--- src/rtl/can_pkg.sv ---
// Shared CAN constants and the bit-stuffer state encoding.
package can_pkg;

   localparam int       STUFF_LIMIT   = 5;
   localparam logic     CAN_RECESSIVE = 1'b1;
   localparam logic     CAN_DOMINANT  = 1'b0;
   localparam int       CNT_W         = 7;

   typedef enum logic [1:0] {
      ST_IDLE  = 2'd0,
      ST_PASS  = 2'd1,
      ST_STUFF = 2'd2
   } stuff_state_e;

   function automatic logic [CNT_W-1:0] sat_inc(input logic [CNT_W-1:0] v);
      return (&v) ? v : v + 1'b1;
   endfunction

endpackage

--- src/rtl/can_bitstuffer.sv ---
// CAN transmit bit stuffer: inserts a complement bit after five equal bits in the stuffing region.
// Optional bus monitor (rx_in vs. driven bit) enabled by defining CAN_BITSTUFF_MON_EN.
module can_bitstuffer
   import can_pkg::*;
(
   input  logic             clk,
   input  logic             rst,
   input  logic             baud_tick,
   input  logic             tx_in,
   input  logic             stuff_en,
   input  logic             txing_in,
   input  logic             rx_in,
   output logic             can_tx,
   output logic             ch_st,
   output logic [CNT_W-1:0] stuff_cnt,
   output logic             bit_err
);

   stuff_state_e     state_q, state_d;
   logic             can_tx_q, can_tx_d;
   logic             ch_st_q, ch_st_d;
   logic [CNT_W-1:0] stuff_cnt_q, stuff_cnt_d;
   logic [2:0]       run_len_q, run_len_d;
   logic             last_bit_q, last_bit_d;
   logic             prev_en_q, prev_en_d;
   logic             stuff_cond;
   logic             frame_start;

   // The run is judged by the region flag of the bit that completed it, so a
   // stuff bit after the final CRC bit still goes out when stuff_en has dropped.
   assign stuff_cond  = (run_len_q == 3'(STUFF_LIMIT)) && prev_en_q;
   assign frame_start = baud_tick && txing_in && (state_q == ST_IDLE);

   always_ff @(posedge clk) begin
      if (rst) state_q <= ST_IDLE;
      else     state_q <= state_d;
   end

   always_comb begin
      state_d = state_q;
      if (baud_tick) begin
         if (!txing_in) begin
            state_d = ST_IDLE;
         end else begin
            unique case (state_q)
               ST_IDLE:  state_d = ST_PASS;
               ST_PASS:  state_d = stuff_cond ? ST_STUFF : ST_PASS;
               ST_STUFF: state_d = ST_PASS;
               default:  state_d = ST_IDLE;
            endcase
         end
      end
   end

   // NOTE: every output of a combinational block gets a default first; a path
   // that leaves one unassigned would infer a latch.
   always_comb begin
      can_tx_d    = can_tx_q;
      ch_st_d     = ch_st_q;
      stuff_cnt_d = stuff_cnt_q;
      run_len_d   = run_len_q;
      last_bit_d  = last_bit_q;
      prev_en_d   = prev_en_q;
      if (baud_tick) begin
         if (!txing_in) begin
            can_tx_d   = CAN_RECESSIVE;
            ch_st_d    = 1'b0;
            run_len_d  = '0;
            last_bit_d = CAN_RECESSIVE;
            prev_en_d  = 1'b0;
         end else if (state_q != ST_IDLE && stuff_cond) begin
            // tx_in is left unconsumed; ch_st stalls the transmitter for this bit.
            can_tx_d    = ~last_bit_q;
            ch_st_d     = 1'b1;
            last_bit_d  = ~last_bit_q;
            run_len_d   = 3'd1;
            stuff_cnt_d = sat_inc(stuff_cnt_q);
         end else begin
            // The entry tick from IDLE already carries the first frame bit.
            can_tx_d   = tx_in;
            ch_st_d    = 1'b0;
            last_bit_d = tx_in;
            prev_en_d  = stuff_en;
            if (!stuff_en)
               run_len_d = '0;
            else if (tx_in == last_bit_q && prev_en_q)
               run_len_d = run_len_q + 3'd1;
            else
               run_len_d = 3'd1;
            if (frame_start) stuff_cnt_d = '0;
         end
      end
   end

   // NOTE: sequential state uses non-blocking assignments so every flop
   // samples the pre-edge value regardless of statement order.
   always_ff @(posedge clk) begin
      if (rst) begin
         can_tx_q    <= CAN_RECESSIVE;
         ch_st_q     <= 1'b0;
         stuff_cnt_q <= '0;
         run_len_q   <= '0;
         last_bit_q  <= CAN_RECESSIVE;
         prev_en_q   <= 1'b0;
      end else begin
         can_tx_q    <= can_tx_d;
         ch_st_q     <= ch_st_d;
         stuff_cnt_q <= stuff_cnt_d;
         run_len_q   <= run_len_d;
         last_bit_q  <= last_bit_d;
         prev_en_q   <= prev_en_d;
      end
   end

`ifdef CAN_BITSTUFF_MON_EN
   logic bit_err_q, bit_err_d;

   // The bus read back at a tick belongs to the bit that is just ending.
   always_comb begin
      bit_err_d = bit_err_q;
      if (frame_start)
         bit_err_d = 1'b0;
      else if (baud_tick && state_q != ST_IDLE && rx_in != can_tx_q)
         bit_err_d = 1'b1;
   end

   always_ff @(posedge clk) begin
      if (rst) bit_err_q <= 1'b0;
      else     bit_err_q <= bit_err_d;
   end

   assign bit_err = bit_err_q;
`else
   logic unused_rx_in;
   assign unused_rx_in = rx_in;
   assign bit_err      = 1'b0;
`endif

   assign can_tx    = can_tx_q;
   assign ch_st     = ch_st_q;
   assign stuff_cnt = stuff_cnt_q;

endmodule

--- config.mk ---
export PLATFORM = sky130hd
export DESIGN_NAME = can_bitstuffer
export DESIGN_NICKNAME = d
export VERILOG_FILES = /design/src/rtl/can_pkg.sv /design/src/rtl/can_bitstuffer.sv
export SDC_FILE = /design/constraint.sdc
export NUM_CORES = 1
export LEC_CHECK = 0
export ABC_AREA = 1
export CORE_MARGIN = 5
export CORE_UTILIZATION = 40
export CTS_BUF_LIST = sky130_fd_sc_hd__clkbuf_8 sky130_fd_sc_hd__clkbuf_16
export DETAILED_ROUTE_END_ITERATION = 8
export PLACE_DENSITY = 0.66
export SETUP_SLACK_MARGIN = 0.5
export SKIP_LAST_GASP = 1
export SLEW_MARGIN = 20
export SYNTH_ARGS = -nofsm -noshare
export SYNTH_HDL_FRONTEND = slang
export SYNTH_SLANG_ARGS = --single-unit
--- constraint.sdc ---
create_clock -name clk -period 2 [get_ports clk]
set_clock_uncertainty 0.15 [all_clocks]
set_input_delay 0.2 -clock clk [delete_from_list [all_inputs] [get_ports clk]]
set_output_delay 0.2 -clock clk [all_outputs]
set_load 0.01 [all_outputs]
==> metrics.md <==
| Metric | Value |
|---|---|
| Number of synthesized register bits | `15` |
| Post-Synth Adder-Cell Area | `between 4 and 5%` |
| Die Span X | `about 57 microns` |
| Core area | `0.002022 sq mm` |
| Cts bufs inserted | `3` |
| Worst path slowest cell | `dfxtp_2` |
| Total power | `about 0.00064 W` |
| # Max-Cap Violations | `0` |
| Worst hold path type | `reg -> reg` |
| TritonCTS clock tree | `built` |
| Fmax achieved | `slightly below 0.7 GHz` |
| Power Density | `between 500 and 600 mW/mm^2` |
| Nets@finish | `between 150 and 200` |
| Routed wire length | `about 2.0 mm` |
| DRT iter0 DRCs | `12` |
| Crit Path Max Fanout | `5` |
| Final hold violations | `0` |
| Crit end category | `register` |
| GP Congestion | `about 0.87` |
| Finished Core Util | `a little under three fifths` |
| Worst path cell trace | `ha_1, nand3_2, nor2_4, inv_2, or2_0, nand3_1, nand2_1, nor2_2` |
| Syn Inst Count | `130` |
| Global Route Usage Sum | `about an eighth` |
| Most common cell after layout, fill and taps aside | `nand2_1` |
| WP data required | `2.04 ns` |
| First-pass GRT wire length | `~3.3 mm` |
| Type of the worst setup path | `reg -> reg` |
| Setup TNS | `0 ns` |
| Port-buffer cells | `14` |
| Post-route setup slack | `around 0.53 ns` |
| Gr ovfl total | `0` |
| Row count | `16` |
| Share of cells above drive strength 1 | `between 20% and 30%` |
| # DRC | `0` |
| Synth-to-layout area growth | `33.00%` |
| Pre-CTS setup slack | `0.4060 ns` |
| Reg clk slew, reported paths | `~0.060 ns` |
| Peak VDD IR | `around 400 uV` |
| Clk_lat worst skew | `approximately 0.25 ns` |
| YS warnings | `0` |
| Final setup fails | `0` |
| Initial Utilization | `around 43%` |
| Vias/cell | `a little under 5` |
| Initial antenna violation count | `0` |
| Most frequent cells in the layout | `nand2_1, nor2_1, inv_1, nand3_1, a21oi_1` |
| Min cycle time layout | `roughly 1.5 ns` |
| Mux contribution to synthesized area | `0%` |
| Clock sink total | `15` |
| Mapped Area | `between 800 and 900 sq um` |
| WHS | `between 0.3 and 0.4 ns` |
| Leak | `0.5320 nW` |
| Die area | `around 0.0032 sq mm` |
| CTS max path bufs | `2` |
| Final Cycle Share | `between 70 and 80%` |
| Post-synthesis simple-gate area fraction | `38.62%` |
| # diodes | `0` |
| Synth Area in Compound Gates | `10.52%` |
| Buffers and inverters on the worst path | `1` |
| Vias | `between 800 and 900` |
| DRT Pass-1 Iters | `4` |
| Status | `completed` |
| IO Pins | `17` |
| WP data arrival | `1.51 ns` |
| Avg Inst Size Synth | `~6.7 sq um` |
| CTS Root Cell | `clkbuf_8` |
| Wirelength per Cell | `~11 microns` |
| Worst setup SP type | `register` |
| H-tree depth | `1` |
| Post-Synth XOR/XNOR Area | `between 1 and 1.5%` |
| Max-slew violation count | `0` |
| Hold buffer count at cts | `0` |
| Largest family of logic cells by synthesized area | `simple AND/OR/NAND/NOR gates` |
| Netlist cell types | `23` |
| RSZ-0062 raised after global routing | `true` |
| Fillers | `~200` |
| Vias in the first global route | `slightly above 800` |
| Sequential cell area fraction in the yosys report | `roughly a third` |
| Die Ht | `~57 microns` |
| Top delay family on crit path | `simple AND/OR/NAND/NOR gates` |
| Dpl hpwl | `about 1.4 mm` |
| Largest net degree at the start of global routing | `13` |
| Syn_nets | `140` |
| Antenna viol nets, final | `0` |
| Crit-path max cell delay | `around 0.35 ns` |
## synthesized netlist by cell type
cell type | count | area share [%]
nand3_1 | 10 | 5.8
nand2_1 | 31 | 13
ha_1 | 3 | 4.3
nor2_1 | 19 | 8.2
a21oi_1 | 12 | 6.9
nor2_2 | 2 | 1.4
o22ai_1 | 1 | 0.72
conb_1 | 1 | 0.43
xnor2_1 | 1 | 1.0
nor2_4 | 1 | 1.3
dfxtp_1 | 15 | 35
buf_2 | 1 | 0.58
nand3_2 | 2 | 2.3
buf_6 | 1 | 1.3
inv_2 | 2 | 0.86
or2_0 | 1 | 0.72
nand2_4 | 2 | 2.6
inv_1 | 13 | 5.6
clkinv_1 | 1 | 0.43
nand2_2 | 1 | 0.72
nand4_1 | 3 | 2.2
o21ai_0 | 5 | 2.9
buf_4 | 2 | 1.7
## flip-flops by register name, summed over array words and instances (netlist names)
| name | count |
|---|---|
| ch_st | 1 |
| state_q | 2 |
| last_bit_q | 1 |
| prev_en_q | 1 |
| run_len_q | 3 |
| stuff_cnt | 7 |
## power breakdown
group	internal (W)	total (W)	leakage [nW]	switching, W
Clock	0.000136	0.000245	0.0269	0.000108
Combinational	0.0000367	0.0000830	0.379	0.0000463
Sequential	0.000306	0.000315	0.126	0.00000899
Total	0.000478	0.000642	0.532	0.000164
## metal layers
metal  vias to the layer above  share of wire (%)  track usage, %
met5                         -                  0               0
met4                         0                1.8           7.119
met3                         5                4.6           2.982
met2                        18                 48           21.62
met1                       396                 45           15.23
li1                        454                  -               -
## logic make-up after synthesis
| logic type | after synthesis |
|---|---|
| other | 1 |
| adder cells (fa/ha/maj) | 3 |
| AO/OA/AOI/OAI | 18 |
| XOR/XNOR | 1 |
| buffers and inverters | 20 |
| AND/OR/NAND/NOR | 72 |
| flip-flops | 15 |
## what timing repair did
action / 4_1_cts / 5_1_grt
endpoints found under the setup margin: 14 / 16
resized for setup: 12 / 12
gates cloned: 0 / 1
pin swaps: 1 / 4
buffers inserted: 2 / 3
## per-stage QoR
step | std cells | instance area [sq um]
finish | 179 | 1155
detailed placement | 169 | 1026
global route | 179 | 1155
global placement | 169 | 1026
CTS | 175 | 1086
floorplan | 130 | 868.3
## tightest hold or removal path, delay by kind of cell (launching register included)
kind,cells,cell delay [ns]
flip-flops,1,0.31
AND/OR/NAND/NOR,2,0.13
## final timing paths
kind	startpoint	to	slack, ns	cells past startpoint
hold / removal	ch_st	ch_st	0.32	2
hold reg to reg	ch_st	ch_st	0.32	2
setup / recovery	run_len_q[0]	stuff_cnt[0]	0.53	8
setup reg to reg	run_len_q[0]	stuff_cnt[0]	0.53	8
## area by class of cell
class,count,area [sq um],area share (%)
multi-input cells,96,508.0,43.99
flip-flops and latches,15,315.3,27.30
repair buffers,21,192.7,16.68
inverters,16,60.06,5.200
clock buffers,3,41.29,3.575
well taps,27,33.78,2.925
clock inverters,1,3.754,0.3250
Note: power is estimated with default switching activity, not from simulation.
